File: src/rtl/synth_reg_sequencer.sv
// Script-driven register write sequencer for the synth core.
// Plays (addr, data, delay) entries out as strobed writes, one-shot or looping.
module synth_reg_sequencer #(
  parameter int ADDR_BITS     = 4,
  parameter int DATA_BITS     = 8,
  parameter int DEPTH         = 16,
  parameter int DELAY_BITS    = 8,
  parameter int STROBE_CYCLES = 1,
  parameter int GAP_CYCLES    = 10,
  parameter int TICK_DIV      = 256,
  localparam int IDX_BITS     = $clog2(DEPTH)
) (
  input  logic                  clk,
  input  logic                  rst_n,
  input  logic                  load_en,
  input  logic [IDX_BITS-1:0]   load_idx,
  input  logic [ADDR_BITS-1:0]  load_addr,
  input  logic [DATA_BITS-1:0]  load_data,
  input  logic [DELAY_BITS-1:0] load_delay,
  input  logic                  start,
  input  logic                  stop,
  input  logic                  loop_en,
  input  logic [IDX_BITS-1:0]   last_idx,
  output logic [ADDR_BITS-1:0]  wr_addr,
  output logic [DATA_BITS-1:0]  wr_data,
  output logic                  wr_strobe,
  output logic                  busy,
  output logic                  done,
  output logic [IDX_BITS-1:0]   cur_idx
);

  localparam int TB = $clog2(TICK_DIV);
  localparam int WB = DELAY_BITS + TB;
  localparam int PB = $clog2(STROBE_CYCLES + GAP_CYCLES + 1) + 1;

  typedef enum logic [2:0] {
    S_IDLE,
    S_FETCH,
    S_STROBE,
    S_GAP,
    S_WAIT
  } state_e;

  typedef struct packed {
    logic [ADDR_BITS-1:0]  addr;
    logic [DATA_BITS-1:0]  data;
    logic [DELAY_BITS-1:0] dly;
  } ent_t;

  ent_t mem [DEPTH];
  ent_t rd_ent;

  state_e               state_q, state_d;
  logic [IDX_BITS-1:0]  cur_idx_q, cur_idx_d;
  logic [IDX_BITS-1:0]  last_q, last_d;
  logic                 loop_q, loop_d;
  logic [ADDR_BITS-1:0] wr_addr_q, wr_addr_d;
  logic [DATA_BITS-1:0] wr_data_q, wr_data_d;
  logic                 strobe_q, strobe_d;
  logic                 busy_q, busy_d;
  logic                 done_q, done_d;
  logic [PB-1:0]        pc_q, pc_d;
  logic [WB-1:0]        wc_q, wc_d;
  logic                 eoe;

  always_ff @(posedge clk) begin
    if (load_en) begin
      mem[load_idx] <= '{addr: load_addr, data: load_data, dly: load_delay};
    end
  end

  // Registering the fetched entry into wr_* is the synchronous RAM read.
  assign rd_ent = mem[cur_idx_q];

  always_comb begin
    state_d   = state_q;
    cur_idx_d = cur_idx_q;
    last_d    = last_q;
    loop_d    = loop_q;
    wr_addr_d = wr_addr_q;
    wr_data_d = wr_data_q;
    strobe_d  = strobe_q;
    done_d    = 1'b0;
    pc_d      = pc_q;
    wc_d      = wc_q;
    eoe       = 1'b0;

    unique case (state_q)
      S_IDLE: begin
        if (start && !stop) begin
          loop_d    = loop_en;
          last_d    = last_idx;
          cur_idx_d = '0;
          state_d   = S_FETCH;
        end
      end
      S_FETCH: begin
        wr_addr_d = rd_ent.addr;
        wr_data_d = rd_ent.data;
        strobe_d  = 1'b1;
        wc_d      = WB'(rd_ent.dly) * WB'(TICK_DIV);
        pc_d      = PB'(STROBE_CYCLES - 1);
        state_d   = S_STROBE;
      end
      S_STROBE: begin
        if (pc_q == '0) begin
          strobe_d = 1'b0;
          if (GAP_CYCLES == 0) begin
            if (wc_q == '0) eoe = 1'b1;
            else state_d = S_WAIT;
          end else begin
            pc_d    = PB'(GAP_CYCLES - 1);
            state_d = S_GAP;
          end
        end else begin
          pc_d = pc_q - PB'(1);
        end
      end
      S_GAP: begin
        if (pc_q == '0) begin
          if (wc_q == '0) eoe = 1'b1;
          else state_d = S_WAIT;
        end else begin
          pc_d = pc_q - PB'(1);
        end
      end
      S_WAIT: begin
        if (wc_q <= WB'(1)) eoe = 1'b1;
        else wc_d = wc_q - WB'(1);
      end
      default: state_d = S_IDLE;
    endcase

    if (eoe) begin
      if (cur_idx_q != last_q) begin
        cur_idx_d = cur_idx_q + IDX_BITS'(1);
        state_d   = S_FETCH;
      end else if (loop_q) begin
        cur_idx_d = '0;
        state_d   = S_FETCH;
      end else begin
        done_d  = 1'b1;
        state_d = S_IDLE;
      end
    end

    // Abort truncates any strobe; wr_addr/wr_data keep their last value.
    if (stop && state_q != S_IDLE) begin
      state_d   = S_IDLE;
      strobe_d  = 1'b0;
      done_d    = 1'b0;
      cur_idx_d = cur_idx_q;
      wr_addr_d = wr_addr_q;
      wr_data_d = wr_data_q;
    end

    busy_d = (state_d != S_IDLE);
  end

  always_ff @(posedge clk or negedge rst_n) begin
    if (!rst_n) begin
      state_q   <= S_IDLE;
      cur_idx_q <= '0;
      last_q    <= '0;
      loop_q    <= 1'b0;
      wr_addr_q <= '0;
      wr_data_q <= '0;
      strobe_q  <= 1'b0;
      busy_q    <= 1'b0;
      done_q    <= 1'b0;
      pc_q      <= '0;
      wc_q      <= '0;
    end else begin
      state_q   <= state_d;
      cur_idx_q <= cur_idx_d;
      last_q    <= last_d;
      loop_q    <= loop_d;
      wr_addr_q <= wr_addr_d;
      wr_data_q <= wr_data_d;
      strobe_q  <= strobe_d;
      busy_q    <= busy_d;
      done_q    <= done_d;
      pc_q      <= pc_d;
      wc_q      <= wc_d;
    end
  end

  assign wr_addr   = wr_addr_q;
  assign wr_data   = wr_data_q;
  assign wr_strobe = strobe_q;
  assign busy      = busy_q;
  assign done      = done_q;
  assign cur_idx   = cur_idx_q;

endmodule

File: config.mk
export PLATFORM = sky130hd
export DESIGN_NAME = synth_reg_sequencer
export DESIGN_NICKNAME = d
export VERILOG_FILES = /design/src/rtl/synth_reg_sequencer.sv
export SDC_FILE = /design/constraint.sdc
export NUM_CORES = 1
export LEC_CHECK = 0
export BUFFER_PORTS_ARGS = -buffer_cell sky130_fd_sc_hd__buf_2
export CELL_PAD_IN_SITES_DETAIL_PLACEMENT = 2
export CELL_PAD_IN_SITES_GLOBAL_PLACEMENT = 2
export CORE_MARGIN = 3
export CORE_UTILIZATION = 43
export DETAILED_ROUTE_END_ITERATION = 8
export GPL_ROUTABILITY_DRIVEN = 0
export GPL_TIMING_DRIVEN = 1
export MAX_ROUTING_LAYER = met4
export PLACE_DENSITY_LB_ADDON = 0.1
export SYNTH_ARGS = -nofsm -noshare
export SYNTH_HDL_FRONTEND = slang
export SYNTH_SLANG_ARGS = --single-unit
File: constraint.sdc
create_clock -name clk -period 2.45 [get_ports clk]
set_input_delay 0.245 -clock clk [delete_from_list [all_inputs] [get_ports clk]]
set_output_delay 0.245 -clock clk [all_outputs]
set_load 0.03 [all_outputs]
==> run metrics, run 1 <==
detailed-router iteration count before antenna repair=5; fraction of the yosys area taken by sequential cells=0.7325; Max stage delay cell, worst path=sky130_fd_sc_hd__or4_4; number of violations of the max-capacitance limit=0; layout cells sized above 1=0.3209; chain of cells forming the critical path=or4_4 > or4_4 > o21ai_4 > o21ai_1 > a311o_1; gate count of the mapped netlist=779; top achievable clock speed=423.9 MHz; required time of the critical path=2.86 ns; nature of the critical path endpoint=register; Yosys warning total=0; type of origin of the critical path=register; Hold Startpoint=stop; fin nets=945; Reg clk slew, reported paths=0.06 ns; largest family of logic cells by synthesized area=multiplexers; number of synthesized register bits=368; time the final worst path needs with I/O delays and setup=2.359 ns; number of max-slew violations in the final report=0; Core Rows=67; setup tns final=0 ns; number of enable flip-flop cells after synthesis=320; core box area=33,700 sq um; number of unique standard cell types used by synthesis=63; maximum clock skew at final layout=0.01854 ns; Final setup violation count=0; CTS buffer count=40; clock tree from TritonCTS=yes; simple-gate share of the synthesized area=0.05036; Top FF cell, synth=sky130_fd_sc_hd__edfxtp_1; height of the chip=191.3 um; status=completed; number of fillers in the final layout=3,017; clock insertion delay at the later pin of the skew report=0.54 ns; Total Routing Usage GR=0.2335; number of design-rule violations left by the first detailed-router iteration=548; transition time of the tightest slew-check pin=0.7059 ns; number of primary I/O pins=53; post-route fraction of the period consumed by the critical path=0.9629; FF-to-FF End=wc_q[14]$_DFFE_PN0P_; Power per Cell Area=886.7 nW/um^2; mean area per synthesized cell=18.95 sq um; leakage power total=5.718 nW; dpl hpwl=24.60 mm; Netlist Area Pre-Place=14,760 sq um; total overflow reported by the global router=0; final standard cell utilization of the core=0.5135; number of DRC violations after detailed routing=0; reg-to-reg setup timing slack=0.09 ns; hold-critical path depth=3; clock buffer depth=3; Worst path max stage delay=0.57 ns; clock sink count=368; number of vias in the routed layout=8,067; number of vias per cell=5.825; gate family responsible for the most delay along the worst path=simple AND/OR/NAND/NOR gates; Worst path most repeated cell=sky130_fd_sc_hd__or4_4; IR Drop Worst-Case VDD=0.6585 mV; wire length of the first global-routing pass=60.58 mm; via count of the first global-routing pass=9,159; die boundary width=191.3 um; Routed wire per std cell=29.44 um; total wirelength of the detailed-routed design=40.78 mm; post-route ant nets=0; combined buffer and inverter count along the critical path=0; fraction of registers with async set or reset after synthesis=0.1304; data arrival at the endpoint of the critical path=2.77 ns; Total Die Area=36,580 sq um; adder and majority cell fraction of the synthesized area=0.005086; effective utilization at floorplan=0.4380; multiplexer share of the synthesized area=0.1470; worst slew margin relative to its limit=0.5294; class of the most critical setup path=register to register; RSZ-0062 raised after global routing=false; FF-to-FF Start=wc_q[4]$_DFFE_PN0P_; H-tree levels=2; worst hold path endpoint=state_q[2]$_DFF_PN0_; layout overhead on the synthesized area=17.24%; net count after synthesis=819; final hold violation count=0; Hold Crit Class=primary input to register; root buffer cell=sky130_fd_sc_hd__clkbuf_16; share of the synthesized netlist area taken by xor and xnor gates=0.006528; biggest fanout along the worst timing path=7; port bufs=52; maximum number of pins on one net before global-route repair=31; Reg2Reg Depth=5; number of antenna violations at the first check in global routing=2; compound-cell area share of the yosys netlist=0.04256
tightest hold or removal path, cell delays in order:
cell                    delay, ns
sky130_fd_sc_hd__buf_2       0.15
sky130_fd_sc_hd__or3_1       0.14
sky130_fd_sc_hd__inv_1       0.04
metal layers:
metal,GRT usage,part of all wire,routed length (um)
met1,0.2993,0.42,16970
met2,0.3975,0.52,21170
met3,0.03301,0.042,1712
met4,0.05645,0.023,929
met5,-,0,0
kinds of logic (layout without fill, tap and decap cells):
logic type | Yosys count | in the layout
flops | 368 | 368
simple gates | 141 | 141
mux | 118 | 118
compound gates | 84 | 84
buf+inv | 51 | 207
xor+xnor | 11 | 11
fa+ha+maj | 6 | 6
other cells | 0 | 2
how the worst max path moves through the flow:
stage                                   endpoint  slack [ns]                    from  depth (start not counted)
after floorplan           wr_data[5]$_DFFE_PN0P_        0.03  cur_idx[0]$_DFFE_PN0N_                          6
after CTS                 wr_data[2]$_DFFE_PN0P_        0.02  cur_idx[0]$_DFFE_PN0N_                          4
after global routing        wc_q[14]$_DFFE_PN0P_       0.004     wc_q[4]$_DFFE_PN0P_                          5
final                       wc_q[14]$_DFFE_PN0P_        0.09     wc_q[4]$_DFFE_PN0P_                          5
after global placement      wc_q[13]$_DFFE_PN0P_        0.11  cur_idx[0]$_DFFE_PN0N_                          6
after detailed placement  wr_data[2]$_DFFE_PN0P_        0.05  cur_idx[0]$_DFFE_PN0N_                          4
per-stage QoR:
| step | instances | hold WS (ns) | worst slack [ns] | area (sq um) | total power, mW |
|---|---|---|---|---|---|
| after CTS | 1379 | 0.07190 | 0.02164 | 17240 | 15.47 |
| after floorplan | 779 | -0.05059 | 0.03114 | 14770 | 8.877 |
| final | 1385 | 0.08462 | 0.09101 | 17300 | 15.34 |
| after global routing | 1385 | 0.09140 | 0.004273 | 17300 | 15.99 |
| after global placement | 1301 | 0.3258 | 0.1117 | 15970 | 9.586 |
| after detailed placement | 1301 | 0.3400 | 0.05240 | 15970 | 9.754 |
Yosys cell counts (3+ instances only):
cell type                    n  share of area
sky130_fd_sc_hd__a21oi_1     7         0.0024
sky130_fd_sc_hd__or3_1       3         0.0013
sky130_fd_sc_hd__a221o_1    13         0.0088
sky130_fd_sc_hd__nor3_1     24         0.0081
sky130_fd_sc_hd__xor2_1      5         0.0030
sky130_fd_sc_hd__buf_2       6         0.0020
sky130_fd_sc_hd__mux2_2     20          0.015
sky130_fd_sc_hd__nand3b_1    3         0.0015
sky130_fd_sc_hd__xnor2_1     6         0.0036
sky130_fd_sc_hd__edfxtp_1  320           0.65
sky130_fd_sc_hd__nor4_1      4         0.0017
sky130_fd_sc_hd__dfrtp_1    48          0.081
sky130_fd_sc_hd__mux2i_1    21          0.014
sky130_fd_sc_hd__mux4_2     77           0.12
sky130_fd_sc_hd__nor2_1     37         0.0094
sky130_fd_sc_hd__buf_1       6         0.0015
sky130_fd_sc_hd__o211ai_1    4         0.0020
sky130_fd_sc_hd__o311ai_0    3         0.0018
sky130_fd_sc_hd__nand3_1    20         0.0068
sky130_fd_sc_hd__inv_1      11         0.0028
sky130_fd_sc_hd__nand2b_1    5         0.0021
sky130_fd_sc_hd__clkbuf_8    3         0.0028
sky130_fd_sc_hd__clkbuf_1   24         0.0061
sky130_fd_sc_hd__o21ai_0    16         0.0054
sky130_fd_sc_hd__o31ai_1     5         0.0025
sky130_fd_sc_hd__a22oi_1     4         0.0020
sky130_fd_sc_hd__nand2_1    17         0.0043
sky130_fd_sc_hd__nand4_1     4         0.0017
sky130_fd_sc_hd__nor2b_1     5         0.0021
sky130_fd_sc_hd__a31oi_1    10         0.0042
sky130_fd_sc_hd__ha_1        6         0.0051
sky130_fd_sc_hd__or4_1       3         0.0015
what timing repair did:
item | in CTS | in global routing
gates resized for setup | 0 | 3
endpoints found under the hold margin | 33 | 0
hold buffers | 6 | 0
setup endpoints to repair | 0 | 11
setup buffers | 0 | 4
layout by cell type (no fill, tap or decap), drive strengths merged, types with 17 or more instances in the layout:
| cell type | Yosys | final |
|---|---|---|
| mux2i | 21 | 21 |
| mux4 | 77 | 77 |
| nor2 | 37 | 37 |
| clkbuf | 27 | 53 |
| mux2 | 20 | 20 |
| nand3 | 20 | 20 |
| nand2 | 17 | 17 |
| edfxtp | 320 | 320 |
| nor3 | 24 | 24 |
| o21ai | 18 | 18 |
| buf | 13 | 118 |
| dfrtp | 48 | 48 |
report_power, final:
part,switching [mW],total (mW),internal [mW]
clock,2.42,5.67,3.26
combinational,1.31,2.14,0.825
sequential,0.315,7.54,7.22
total,4.04,15.3,11.3
area by class of cell:
| class | instances | area (sq um) | share of cell area |
|---|---|---|---|
| Multi-Input combinational cell | 360 | 3777 | 0.2183 |
| Tap cell | 448 | 560.5 | 0.03239 |
| Sequential cell | 368 | 10820 | 0.6253 |
| Timing Repair Buffer | 124 | 885.9 | 0.05119 |
| Clock buffer | 53 | 1060 | 0.06124 |
| Antenna cell | 2 | 5.005 | 0.0002892 |
| Inverter | 11 | 41.29 | 0.002386 |
| Clock inverter | 19 | 153.9 | 0.008894 |
registers in the layout, summed over array words and instances, names as in the netlist:
register	flops
pc_q	5
loop_q	1
mem	320
wr_data	8
last_q	4
done	1
wr_addr	4
wr_strobe	1
state_q	3
cur_idx	4
busy	1
wc_q	16
No activity file was read; power rests on OpenSTA's default activity.
==> inputs of run 2 (changes only) <==
--- a/config.mk
+++ b/config.mk
@@ -8,8 +8,9 @@
 export BUFFER_PORTS_ARGS = -buffer_cell sky130_fd_sc_hd__buf_2
 export CELL_PAD_IN_SITES_DETAIL_PLACEMENT = 2
 export CELL_PAD_IN_SITES_GLOBAL_PLACEMENT = 2
+export CORE_ASPECT_RATIO = 2
 export CORE_MARGIN = 3
-export CORE_UTILIZATION = 43
+export CORE_UTILIZATION = 26
 export DETAILED_ROUTE_END_ITERATION = 8
 export GPL_ROUTABILITY_DRIVEN = 0
 export GPL_TIMING_DRIVEN = 1
==> run 2 against run 1 <==
  * Sequential cell count unchanged
  * Total power down 0.49%
  * Combinational power about the same
  * Global-route usage down 7.8 points
  * Critical path type unchanged
  * Critical endpoint unchanged
==> run metrics, run 2 (synthesis results as in run 1) <==
chain of cells forming the critical path=or4_1 > or4_4 > o21ai_4 > o21ai_1 > a311o_1; number of primary I/O pins=53; H-tree levels=2; Core Rows=122; via count of the first global-routing pass=9,553; port bufs=52; Worst path max stage delay=0.58 ns; core box area=55,720 sq um; combined buffer and inverter count along the critical path=0; number of antenna violations at the first check in global routing=3; transition time of the tightest slew-check pin=0.8919 ns; maximum number of pins on one net before global-route repair=39; type of origin of the critical path=register; dpl hpwl=28.08 mm; layout overhead on the synthesized area=20.00%; number of DRC violations after detailed routing=0; part of the total power dissipated in combinational logic=0.142; worst slew margin relative to its limit=0.4054; status=completed; biggest fanout along the worst timing path=5; class of the most critical setup path=register to register; Total Die Area=59,830 sq um; number of vias in the routed layout=7,953; time the final worst path needs with I/O delays and setup=2.392 ns; height of the chip=342.9 um; wire length of the first global-routing pass=65.68 mm; number of max-slew violations in the final report=0; Reg clk slew, reported paths=0.07 ns; die boundary width=174.5 um; clock tree from TritonCTS=yes; RSZ-0062 raised after global routing=false; IR Drop Worst-Case VDD=0.3660 mV; root buffer cell=sky130_fd_sc_hd__clkbuf_16; reported net switching power=4.118 mW; sequential group share of total power=0.494; Power per Cell Area=862.1 nW/um^2; portion of total power attributed to the clock network=0.364; clock sink count=368; number of design-rule violations left by the first detailed-router iteration=433; post-route ant nets=0; detailed-router iteration count before antenna repair=4; clock insertion delay at the later pin of the skew report=0.55 ns; number of violations of the max-capacitance limit=0; Max stage delay cell, worst path=sky130_fd_sc_hd__or4_4; internal power component=11.15 mW; flip-flop count of the largest register after layout=320; leakage power total=5.720 nW; switching share of total power=0.2697; Total Routing Usage GR=0.1555; Final setup violation count=0; data arrival at the endpoint of the critical path=2.81 ns; total wirelength of the detailed-routed design=44.17 mm; number of vias per cell=4.734; top library cells by usage in the layout, fill and taps aside=320 x sky130_fd_sc_hd__edfxtp_1, 77 x sky130_fd_sc_hd__mux4_2, 59 x sky130_fd_sc_hd__buf_4; top achievable clock speed=418.1 MHz; final hold violation count=0; CTS buffer count=37; Hold Crit Class=primary input to register; gate family responsible for the most delay along the worst path=simple AND/OR/NAND/NOR gates; nature of the critical path endpoint=register; total overflow reported by the global router=0; most common cell after layout, fill and taps aside=sky130_fd_sc_hd__edfxtp_1; layout cells sized above 1=0.3269; Routed wire per std cell=26.29 um; hold_ws=0.07322 ns; post-route fraction of the period consumed by the critical path=0.9762; clock buffer depth=3; largest reg by FF count=mem; fin nets=944; maximum clock skew at final layout=0.01965 ns; effective utilization at floorplan=0.2649; required time of the critical path=2.87 ns; setup tns final=0 ns
-- run 2: path summary, 6_finish.rpt --
| check | startpoint | end | slack [ns] | depth (start not counted) |
|---|---|---|---|---|
| setup / recovery | wc_q[5]$_DFFE_PN0P_ | wc_q[14]$_DFFE_PN0P_ | 0.06 | 5 |
| hold / removal | load_data[1] | mem[14][9]$_DFFE_PP_ | 0.07 | 1 |
| setup reg to reg | wc_q[5]$_DFFE_PN0P_ | wc_q[14]$_DFFE_PN0P_ | 0.06 | 5 |
| hold reg to reg | loop_q$_DFFE_PN0P_ | done$_DFF_PN0_ | 0.53 | 1 |
| max in group asynchronous | rst_n | last_q[0]$_DFFE_PN0P_ | 1.30 | 3 |
| min in group asynchronous | rst_n | wc_q[9]$_DFFE_PN0P_ | 0.38 | 2 |
-- run 2: per-stage QoR --
stage                     power (mW)  instance area [sq um]  setup slack [ns]  utilization  cells
after floorplan                8.877                  14770           0.03114            -    779
after global placement         9.748                  16420           0.09329       0.2947   1600
after detailed placement       9.868                  16420           0.07124       0.2947   1600
after CTS                      15.54                  17650           0.02992       0.3167   1674
after global routing           15.97                  17710         0.0004439       0.3179   1680
final                          15.27                  17710           0.05830       0.3179   1680
-- run 2: power groups by stage --
stage | clock (mW) | combinational [mW] | sequential, mW
finish | 5.56 | 2.17 | 7.54
global placement | 0 | 2.10 | 7.64
detailed placement | 0 | 2.20 | 7.67
CTS | 5.78 | 2.21 | 7.55
floorplan | 0 | 1.11 | 7.76
global route | 5.99 | 2.39 | 7.59
-- run 2: layout make-up --
class / instances / area [sq um]
Sequential cell: 368 / 10820
Multi-Input combinational cell: 360 / 3804
Tap cell: 744 / 930.9
Timing Repair Buffer: 126 / 943.4
Clock inverter: 17 / 165.2
Inverter: 11 / 41.29
Fill cell: 5599 / 38010
Antenna cell: 3 / 7.507
Clock buffer: 51 / 998.5
-- run 2: routing by layer --
layer	up-vias	part of all wire	GRT usage	wire [um]
met5	-	0	-	0
met1	4309	0.37	0.1627	16260
li1	3451	-	-	-
met3	66	0.024	0.01982	1061
met4	0	0.031	0.05604	1389
met2	127	0.58	0.2963	25460
-- run 2: timing repair --
action / in CTS / in global routing
setup endpoints to repair: 0 / 6
setup buffers: 0 / 3
hold buffers: 6 / 0
resized for setup: 0 / 7
endpoints found under the hold margin: 28 / 0
